## src/rtl/div_mon_pkg.sv

```systemverilog
// rtl/div_mon_pkg.sv - shared state type for the strobe period monitor
// Purpose: holds the monitor state encoding shared by the top and any users.
// Contents: mon_state_t {IDLE, ACQ, LOCK}.
package div_mon_pkg;

  typedef enum logic [1:0] {
    IDLE = 2'd0,
    ACQ  = 2'd1,
    LOCK = 2'd2
  } mon_state_t;

endpackage

```

## src/rtl/interval_counter.sv

```systemverilog
// rtl/interval_counter.sv - saturating interval counter with clear and load-to-one
// Purpose: counts clk cycles since the last strobe event.
// Ports:
//   clk   - clock, rising edge
//   reset - asynchronous active-low reset
//   clr   - clear to 0 (highest priority)
//   load1 - load 1 (an event occurred this cycle)
//   inc   - increment by 1, saturating at 2^W-1
//   cnt   - current count
module interval_counter #(
  parameter int W = 8
) (
  input  logic         clk,
  input  logic         reset,
  input  logic         clr,
  input  logic         load1,
  input  logic         inc,
  output logic [W-1:0] cnt
);

  localparam logic [W-1:0] CNT_MAX = {W{1'b1}};

  always_ff @(posedge clk or negedge reset) begin
    if (!reset) begin
      cnt <= '0;
    end else if (clr) begin
      cnt <= '0;
    end else if (load1) begin
      cnt <= W'(1);
    end else if (inc && (cnt != CNT_MAX)) begin
      cnt <= cnt + W'(1);
    end
  end

endmodule

```

## src/rtl/strobe_period_monitor.sv

```systemverilog
// rtl/strobe_period_monitor.sv - lock detector for a periodic one-cycle strobe
// Purpose: measures the interval between strobe events, locks after LOCK_CNT
//   consecutive intervals equal to DIV, and pulses err when lock is lost.
// Configuration macro: PERIOD_CAPTURE_EN adds the period output.
// Ports:
//   clk    - clock, rising edge
//   reset  - asynchronous active-low reset
//   en     - monitor enable; low forces IDLE
//   strobe - one event per high cycle
//   locked - high while in LOCK
//   err    - one-cycle pulse after any LOCK exit (not for en=0 or reset)
//   period - last interval seen at a strobe in ACQ/LOCK (PERIOD_CAPTURE_EN only)
module strobe_period_monitor
  import div_mon_pkg::*;
#(
  parameter int DIV      = 3,
  parameter int W        = 8,
  parameter int LOCK_CNT = 4
) (
  input  logic         clk,
  input  logic         reset,
  input  logic         en,
  input  logic         strobe,
  output logic         locked,
  output logic         err
`ifdef PERIOD_CAPTURE_EN
  ,
  output logic [W-1:0] period
`endif
);

  localparam int MW = $clog2(LOCK_CNT + 1);
  localparam logic [W-1:0]  DIV_W  = W'(DIV);
  localparam logic [MW-1:0] LOCK_M = MW'(LOCK_CNT);

  if ((DIV < 2) || (DIV > (2 ** W) - 1) || (LOCK_CNT < 1)) begin : g_bad_params
    $error("strobe_period_monitor: illegal DIV/W/LOCK_CNT combination");
  end

  mon_state_t    state, state_nxt;
  logic [W-1:0]  cnt;
  logic [MW-1:0] mcnt, mcnt_nxt, mcnt_inc;
  logic          cnt_clr, cnt_load1, cnt_inc;
  logic          err_nxt;
  logic          at_div;

  assign at_div   = (cnt == DIV_W);
  assign mcnt_inc = mcnt + MW'(1);

  interval_counter #(.W(W)) u_cnt (
    .clk   (clk),
    .reset (reset),
    .clr   (cnt_clr),
    .load1 (cnt_load1),
    .inc   (cnt_inc),
    .cnt   (cnt)
  );

  always_ff @(posedge clk or negedge reset) begin
    if (!reset) begin
      state <= IDLE;
      mcnt  <= '0;
      err   <= 1'b0;
    end else begin
      state <= state_nxt;
      mcnt  <= mcnt_nxt;
      err   <= err_nxt;
    end
  end

  always_comb begin
    state_nxt = state;
    mcnt_nxt  = mcnt;
    cnt_clr   = 1'b0;
    cnt_load1 = 1'b0;
    cnt_inc   = 1'b0;
    if (!en) begin
      state_nxt = IDLE;
      mcnt_nxt  = '0;
      cnt_clr   = 1'b1;
    end else begin
      case (state)
        IDLE: begin
          mcnt_nxt = '0;
          if (strobe) begin
            state_nxt = ACQ;
            cnt_load1 = 1'b1;
          end else begin
            cnt_clr = 1'b1;
          end
        end
        ACQ: begin
          if (strobe) begin
            cnt_load1 = 1'b1;
            if (at_div) begin
              mcnt_nxt = mcnt_inc;
              if (mcnt_inc == LOCK_M) state_nxt = LOCK;
            end else begin
              mcnt_nxt = '0;
            end
          end else if (at_div) begin
            // The expected event did not arrive: start over.
            state_nxt = IDLE;
            mcnt_nxt  = '0;
            cnt_clr   = 1'b1;
          end else begin
            cnt_inc = 1'b1;
          end
        end
        LOCK: begin
          if (strobe) begin
            cnt_load1 = 1'b1;
            if (!at_div) begin
              state_nxt = ACQ;
              mcnt_nxt  = '0;
            end
          end else if (at_div) begin
            state_nxt = IDLE;
            mcnt_nxt  = '0;
            cnt_clr   = 1'b1;
          end else begin
            cnt_inc = 1'b1;
          end
        end
        default: begin
          state_nxt = IDLE;
          mcnt_nxt  = '0;
          cnt_clr   = 1'b1;
        end
      endcase
    end
    // Disabling the monitor is a deliberate exit, not a lock loss.
    err_nxt = en && (state == LOCK) && (state_nxt != LOCK);
  end

  assign locked = (state == LOCK);

`ifdef PERIOD_CAPTURE_EN
  always_ff @(posedge clk or negedge reset) begin
    if (!reset) begin
      period <= '0;
    end else if (en && strobe && (state != IDLE)) begin
      period <= cnt;
    end
  end
`endif

endmodule

```

## config.mk

```make
export PLATFORM = sky130hd
export DESIGN_NAME = strobe_period_monitor
export DESIGN_NICKNAME = d
export VERILOG_FILES = /design/src/rtl/div_mon_pkg.sv /design/src/rtl/interval_counter.sv /design/src/rtl/strobe_period_monitor.sv
export SDC_FILE = /design/constraint.sdc
export NUM_CORES = 1
export LEC_CHECK = 0
export ABC_AREA = 1
export CORE_UTILIZATION = 35
export DETAILED_ROUTE_END_ITERATION = 12
export PLACE_DENSITY = 0.61
export SLEW_MARGIN = 20
export SYNTH_ARGS = -nofsm -noshare
export SYNTH_HDL_FRONTEND = slang
export SYNTH_HIERARCHICAL = 1
export SYNTH_SLANG_ARGS = --single-unit
```

## constraint.sdc

```tcl
create_clock -name clk -period 2 [get_ports clk]
set_input_delay 0.2 -clock clk [delete_from_list [all_inputs] [get_ports clk]]
set_output_delay 0.2 -clock clk [all_outputs]
set_load 0.1 [all_outputs]
```

After elaboration in Yosys (flattened, before gate mapping)
Cells that the tools add are included.
Word-level totals
  bits in registers: 14
  input port bits: 4
  word-level logic and storage cells: 51
Operators by class
  $add $sub $neg: 2
  equality and inequality tests: 7
  reduce and logical (&&, ||, !) cells: 7
  mux-type cells: 31
Operators with widths (count)
  $mux W8: 3
  $mux W3: 6
  $mux W2: 8
  $mux W1: 11
  $add A8 B1 Y8 const B: 1
  $eq A8 B2 Y1 const B: 1
  $ne A8 B8 Y1 const B: 1
  $pmux W2 S3: 1
  $pmux W3 S2: 1
  $ne A4 B4 Y1 const B: 1
  $add A3 B1 Y3 const B: 1
  $eq A3 B3 Y1 const B: 1
  $logic_and A1 B1 Y1: 3
  $reduce_bool A3 Y1: 1
  $reduce_or A3 Y1: 1
  $eq A2 B1 Y1 const B: 1
  $eq A2 B2 Y1 const B: 1
  $logic_not A2 Y1: 1
  $ne A2 B2 Y1 const B: 1
  $pmux W1 S2: 1
  $reduce_or A2 Y1: 1

Depth between registers and ports, before layout
Gate-level depths: netlist (run 1).
  depth in word-level cells: 9
  gate-level depth with buffers: 11
  gate-level depth less buffers: 11

Cells and area by module
Netlist (run 1), hierarchy kept.
By module, submodules not included
  strobe_period_monitor: area an instance 569.3 um2, sequential area each 150.1 um2, cells an instance 75, instances 1
  interval_counter: area an instance 554.3 um2, sequential area each 200.2 um2, cells an instance 77, instances 1

Worst setup path after synthesis (run 1)
Ideal clock, no wire load.
  kind: flip-flop to flip-flop
  start: reg state[0]
  end: reg mcnt[2]
  required time: 1.929 ns
  data arrival time: 1.979 ns
  path slack: -0.050 ns
  stages on the path, launching flop included: 8
  cells stage by stage: dfrtp_1 inv_1 ha_1 a21oi_2 nor2_1 nand2_1 o21a_1 nor2_1
On the way
  longest elaborated chain between the ends: 3
  elaborated cells on any way between the ends: 5
  classes of those cells: eq/ne: 3; mux: 2
Ends and longest elaborated chain
  start, declared: line strobe_period_monitor.sv:40  | mon_state_t state, state_nxt;
  start signal, assigned: line strobe_period_monitor.sv:65  | state <= state_nxt;
  $eq A2 B2 Y1 (*)
  via locked: line strobe_period_monitor.sv:24  | output logic locked,
  $pmux W3 S2: line strobe_period_monitor.sv:82  | case (state)
  $mux W3: line strobe_period_monitor.sv:77  | if (!en) begin
  end signal, assigned: line strobe_period_monitor.sv:66  | mcnt <= mcnt_nxt;
  end, declared: line strobe_period_monitor.sv:42  | logic [MW-1:0] mcnt, mcnt_nxt, mcnt_inc;
Mark *: on every way through the listed nets, which the timed path passes. The rest lies on a longest branch.
A chain may end at the register's enable or synchronous reset.

Worst setup path in the final report (run 1)
  start: reg state[0]
  end: reg u_cnt.cnt[1]
On the way
  longest elaborated chain between the ends: 6
  elaborated cells on any way between the ends: 15
  classes of those cells: eq/ne: 2; mux: 8; reduce/logical: 5
Ends and longest elaborated chain
  $eq A2 B2 Y1 or $eq A2 B1 Y1 (tied branches): line strobe_period_monitor.sv:82
  $reduce_or A2 Y1 (no line) (*)
  $mux W1 (*)
  $mux W1 (*): line strobe_period_monitor.sv:77
  via cnt_inc: line strobe_period_monitor.sv:43  | logic cnt_clr, cnt_load1, cnt_inc;
  $logic_and A1 B1 Y1 (*): line interval_counter.sv:30  | end else if (inc && (cnt != CNT_MAX)) begin
  $reduce_bool A3 Y1 (no line) (*)
  end signal, assigned: line interval_counter.sv:31  | cnt <= cnt + W'(1);
  end, declared: line interval_counter.sv:18  | output logic [W-1:0] cnt
Marks and branches as above.

==> results of run 1 <==
[cells in the final DEF, fill, tap and decap left out, types with 4 or more instances in the layout]
master and instances:
inv_1 21, dfrtp_1 14, buf_4 4, nand2_4 4, a21oi_1 8, nand3_1 8
nand2_1 43, nor2_2 4, ha_1 6, nor2_1 17
[cell families (layout without fill, tap and decap cells)]
group | Yosys count | count (layout) | synth area share
compound gates | 18 | 18 | 0.100
xor+xnor | 2 | 2 | 0.0156
simple gates | 88 | 88 | 0.413
flops | 14 | 14 | 0.312
fa+ha+maj | 7 | 7 | 0.0779
buf+inv | 23 | 34 | 0.0813
[metal layers]
layer / track usage / up-vias / part of all wire
met4: 0.0646 / 0 / 0.0083
met3: 0.0242 / 4 / 0.032
met5: 0 / - / 0
met1: 0.187 / 421 / 0.48
li1: - / 498 / -
met2: 0.207 / 16 / 0.48
[path summary, 6_finish.rpt]
kind / depth (start not counted) / to
min: 1 / u_cnt/cnt[1]
min reg2reg: 2 / mcnt[2]
max in group asynchronous: 1 / mcnt[2]
min in group clk: 2 / mcnt[2]
max: 9 / u_cnt/cnt[1]
max reg2reg: 9 / u_cnt/cnt[1]
[area by class of cell]
| class | count | area, um2 | share of cell area |
|---|---|---|---|
| Multi-Input combinational cell | 115 | 684 | 0.533 |
| Timing Repair Buffer | 8 | 80.1 | 0.0624 |
| Sequential cell | 14 | 350 | 0.273 |
| Clock buffer | 3 | 22.5 | 0.0175 |
| Inverter | 23 | 91.3 | 0.0712 |
| Tap cell | 44 | 55.1 | 0.0429 |
[critical path: stages, from the launching register on]
cell and delay [ns]:
dfrtp_1 0.41, inv_1 0.10, ha_1 0.31, nand2_1 0.07, nor3_1 0.20, buf_4 0.18, inv_1 0.04, a21oi_1 0.22
nand2_1 0.08, a21oi_1 0.15
[metrics by stage]
step | std cells | hold WS [ns] | utilization | worst slack [ns]
finish | 207 | 0.318 | 0.420 | 0.150
CTS | 207 | 0.336 | 0.420 | 0.151
detailed placement | 204 | 0.537 | 0.413 | 0.181
global placement | 204 | 0.532 | 0.413 | 0.189
global route | 207 | 0.374 | 0.420 | 0.0230
floorplan | 152 | -0.0956 | - | 0.202
[where the power goes]
group          switching (uW)  total, uW  internal, uW
Combinational            50.4       80.2          29.8
Sequential               4.95        292           287
Clock                    81.8        151          69.5
Total                     137        524           386
[flip-flops by register name (all words and copies together) (netlist names)]
register and count:
u_cnt/cnt 8, mcnt 3, state 2, err 1
==> impl_metrics.json, run 1 <==
{
  "crit_start": "state[0]",
  "hold_class": "input port to asynchronous set/reset pin",
  "ant_nets": 0,
  "avgSynthCellArea_um2": 7.39,
  "placed_area_um2": 1260,
  "synth-edff-count": 0,
  "yosys-top-cells-count": "nand2_1 (43), inv_1 (21), nor2_1 (17)",
  "tns_ns": 0,
  "vias": 939,
  "grt_first_pass_wirelength_mm": 3.59,
  "grt_usage": 0.136,
  "nets": 176,
  "cts_tree": "yes",
  "core_um2": 3050,
  "async_flop_share": 1.00,
  "antenna_cells": 0,
  "tightest_slew_ns": 0.638,
  "cap_violations": 0,
  "crit_type": "flip-flop to flip-flop",
  "dieArea_um2": 3440,
  "crit-reg2reg-launch": "state[0]",
  "grt_pass1_vias": 837,
  "wl_per_cell_um": 9.85,
  "path_max_fanout": 5,
  "synth_top_area_cell": "dfrtp_1",
  "ys_seq_area_frac": 0.312,
  "finClkSkew_ns": 0.00776,
  "required_ns": 2.19,
  "postCtsHoldBufs": 0,
  "ys_warn_count": 6,
  "port_buffers": 5,
  "viasPerCell": 4.54,
  "globalplace.congestion": 0.923,
  "synthCells": 152,
  "cts_max_level": 1,
  "power_density_nw_per_um2": 408,
  "status": "finished clean",
  "cp-start-kind": "flip-flop",
  "fillers": 323,
  "syn2layout_area_growth_pct": 14.3,
  "rsz0062_at_grt": "false",
  "peakVddDrop_mv": 0.157,
  "cts_buffer_depth": 2,
  "root_buffer": "clkbuf_4",
  "yosysTopAreaCellShare": 0.312,
  "clock_sinks": 14,
  "antenna_found_initial": 0,
  "yosys.cell_types.count": 26,
  "fin_crit_ns": 1.85,
  "finalSetupViolCount": 0,
  "yosys.cell_count.top_type": "nand2_1",
  "clkLatencyLatePin_ns": 0.27,
  "synth_flop_cell": "dfrtp_1",
  "synth_area_leaders": "dfrtp_1 (31%), nand2_1 (14%), ha_1 (7.8%)",
  "period_share": 0.925,
  "end_kind": "flip-flop",
  "report.final.slew_viol_count": 0,
  "first_iter_violations": 48,
  "ios": 6,
  "die_w_um": 58.7,
  "syn-num-nets": 163,
  "cts-buffers-inserted": 3,
  "design_area_um2": 1280,
  "totalWireLength_mm": 2.04,
  "max_freq_ghz": 0.541,
  "die_h_um": 58.7,
  "maxSlewHeadroom": 0.573,
  "ys_seq_elements": 14,
  "post-dp-hpwl_mm": 1.67,
  "final_layout_size_suffix_gt1_frac": 0.196,
  "reg2reg_setup_slack_ns": 0.15,
  "synth.cell_area_um2": 1120,
  "grt_max_degree": 15,
  "clk_pin_slew_worst_paths_ns": 0.08,
  "grt_overflow": 0,
  "hold_viol": 0,
  "cts_resized": 0,
  "postCtsSetupRepairBufs": 0,
  "power_uw": 524,
  "critical_path_arrival_ns": 2.04,
  "start_util": 0.368,
  "leakage_uw": 0.000617,
  "rows": 20,
  "dr.pass1.iters": 4,
  "drc": 0
}
Note: power is estimated with default switching activity, not from simulation.
==> inputs of run 2 (changes only) <==
--- a/config.mk
+++ b/config.mk
@@ -8,9 +8,8 @@
 export ABC_AREA = 1
 export CORE_UTILIZATION = 35
 export DETAILED_ROUTE_END_ITERATION = 12
-export PLACE_DENSITY = 0.61
+export PLACE_DENSITY = 0.62
 export SLEW_MARGIN = 20
 export SYNTH_ARGS = -nofsm -noshare
 export SYNTH_HDL_FRONTEND = slang
-export SYNTH_HIERARCHICAL = 1
 export SYNTH_SLANG_ARGS = --single-unit
==> run 2 against run 1 <==
Global-route usage is 2.0 points higher. Sequential power hardly changed. Final cell count is 14% lower. Setup slack better by 0.085 ns. Via count is 10% lower. Total power is 6.9% higher. Clock power is 40% higher. Die area is 14% lower. Register-to-register slack better by 0.09 ns. Critical path depth is 1 lower. Core utilization is 0.97 points higher. Critical endpoint is now u_cnt.cnt[2]. Largest power group unchanged.
==> impl_metrics.json, run 2 <==
{
  "final_cell_mix": "nand2_1 (45), inv_1 (23), nor2_1 (15)",
  "clk_pin_slew_worst_paths_ns": 0.09,
  "final_layout_size_suffix_gt1_frac": 0.0878,
  "hold_viol": 0,
  "hold_class": "input port to asynchronous set/reset pin",
  "synth_flop_cell": "dfrtp_1",
  "avgSynthCellArea_um2": 6.91,
  "fin_crit_ns": 1.76,
  "yosys.cell_count.top_type": "nand2_1",
  "required_ns": 2.22,
  "clkPwrFrac": 0.378,
  "ys_warn_count": 0,
  "ys_seq_elements": 14,
  "postCtsHoldBufs": 0,
  "cts_max_level": 1,
  "placed_area_um2": 1060,
  "report.final.slew_viol_count": 0,
  "period_share": 0.882,
  "ys_seq_area_frac": 0.365,
  "end_kind": "flip-flop",
  "finalSetupViolCount": 0,
  "power_frac_seq": 0.521,
  "grt_overflow": 0,
  "grt_first_pass_wirelength_mm": 3.29,
  "tightest_slew_ns": 0.640,
  "cts_buffer_depth": 2,
  "die_w_um": 54.4,
  "clkLatencyLatePin_ns": 0.28,
  "antenna_cells": 0,
  "antenna_found_initial": 0,
  "swShare": 0.254,
  "status": "finished clean",
  "synth_area_leaders": "dfrtp_1 (36%), nand2_1 (18%), ha_1 (9.1%)",
  "yosysTopAreaCellShare": 0.365,
  "dr.pass1.iters": 4,
  "die_h_um": 54.4,
  "vias": 842,
  "tns_ns": 0,
  "grt_usage": 0.156,
  "ios": 6,
  "finClkSkew_ns": 0.00491,
  "first_iter_violations": 7,
  "final_common_cell": "nand2_1",
  "totalWireLength_mm": 1.81,
  "wl_per_cell_um": 10.1,
  "syn2layout_area_growth_pct": 13.9,
  "postCtsSetupRepairBufs": 0,
  "top_register": "u_cnt.cnt",
  "viasPerCell": 4.73,
  "root_buffer": "clkbuf_4",
  "combPwrFrac": 0.102,
  "fillers": 266,
  "ant_nets": 0,
  "rows": 18,
  "maxSlewHeadroom": 0.572,
  "largest_reg_flops": 8,
  "p_sw_uw": 142,
  "cts_tree": "yes",
  "p_int_uw": 418,
  "yosys.cell_types.count": 19,
  "start_util": 0.378,
  "rsz0062_at_grt": "false",
  "grt_pass1_vias": 794,
  "clock_sinks": 14,
  "path_max_fanout": 7,
  "post-dp-hpwl_mm": 1.44,
  "globalplace.congestion": 0.855,
  "core_um2": 2540,
  "synth-edff-count": 0,
  "nets": 160,
  "synth.cell_area_um2": 961,
  "design_area_um2": 1090,
  "dieArea_um2": 2960,
  "leakage_uw": 0.000543,
  "cts-buffers-inserted": 3,
  "cts_resized": 0,
  "cap_violations": 0,
  "drc": 0,
  "port_buffers": 5,
  "peakVddDrop_mv": 0.291,
  "max_freq_ghz": 0.567,
  "syn-num-nets": 150,
  "power_density_nw_per_um2": 511,
  "cp-start-kind": "flip-flop",
  "crit_type": "flip-flop to flip-flop",
  "largest_registers": "u_cnt.cnt (8), mcnt (3), state (2)",
  "grt_max_degree": 15,
  "async_flop_share": 1.00,
  "synthCells": 139,
  "yosys-top-cells-count": "nand2_1 (45), inv_1 (23), nor2_1 (15)",
  "synth_top_area_cell": "dfrtp_1",
  "critical_path_arrival_ns": 1.98
}
run 2: changes by cell type after synthesis, sizes merged, moves of 2 or more:
| cell | before | now |
|---|---|---|
| nor3 | 1 | 3 |
| a21oi | 11 | 6 |
| inv | 22 | 24 |
| nand2 | 50 | 47 |
| nor2 | 25 | 16 |
| nand4 | 3 | 1 |
run 2: power groups by stage:
stage	clock, uW	sequential (uW)	combinational, uW
2_1_floorplan	0	296	36.1
3_3_place_gp	0	297	57.9
3_5_place_dp	0	297	57.3
4_1_cts	220	292	57.6
5_1_grt	232	292	65.5
6_report	211	291	56.8
run 2: cell families after synthesis:
family / share of synthesized area
AO/OA/AOI/OAI: 0.0807
flip-flops: 0.365
buffers and inverters: 0.0937
AND/OR/NAND/NOR: 0.342
adder cells (fa/ha/maj): 0.0911
XOR/XNOR: 0.0273
run 2: cell type report:
cell class,count,area (um2),area share
multi-input cells,101,523,0.478
clock buffers,4,36.3,0.0331
repair buffers,5,57.6,0.0526
inverters,24,90.1,0.0823
flip-flops and latches,14,350,0.320
well taps,30,37.5,0.0343
run 2: worst paths after layout:
kind | from | end | slack (ns) | depth (start not counted)
max | state[1] | u_cnt.cnt[2] | 0.24 | 8
min | reset | mcnt[0] | 0.30 | 1
max reg2reg | state[1] | u_cnt.cnt[2] | 0.24 | 8
min reg2reg | mcnt[2] | mcnt[2] | 0.53 | 2
max in group asynchronous | reset | u_cnt.cnt[7] | 1.29 | 1
min in group clk | mcnt[2] | mcnt[2] | 0.53 | 2
run 2: per-layer routing:
layer / vias up / part of all wire / track usage
met5: - / 0 / 0
met4: 0 / 0.011 / 0.0769
met3: 2 / 0.016 / 0.0250
met2: 8 / 0.46 / 0.244
met1: 383 / 0.51 / 0.206
li1: 449 / - / -
run 2: stage by stage:
stage | utilization | power, uW | setup slack (ns) | hold WS (ns) | std cells
floorplan | - | 332 | 0.312 | -0.0956 | 139
global placement | 0.416 | 355 | 0.259 | 0.497 | 174
detailed placement | 0.416 | 354 | 0.244 | 0.515 | 174
CTS | 0.430 | 569 | 0.232 | 0.322 | 178
global route | 0.430 | 590 | 0.0662 | 0.362 | 178
finish | 0.430 | 560 | 0.236 | 0.303 | 178
run 2: worst max-delay path: stages, from the launching register on:
cell      delay, ns
dfrtp_1        0.40
inv_1          0.09
ha_1           0.30
nand2_1        0.12
nor3_4         0.34
inv_2          0.13
o21bai_1       0.15
nand2_1        0.07
nor2_1         0.08
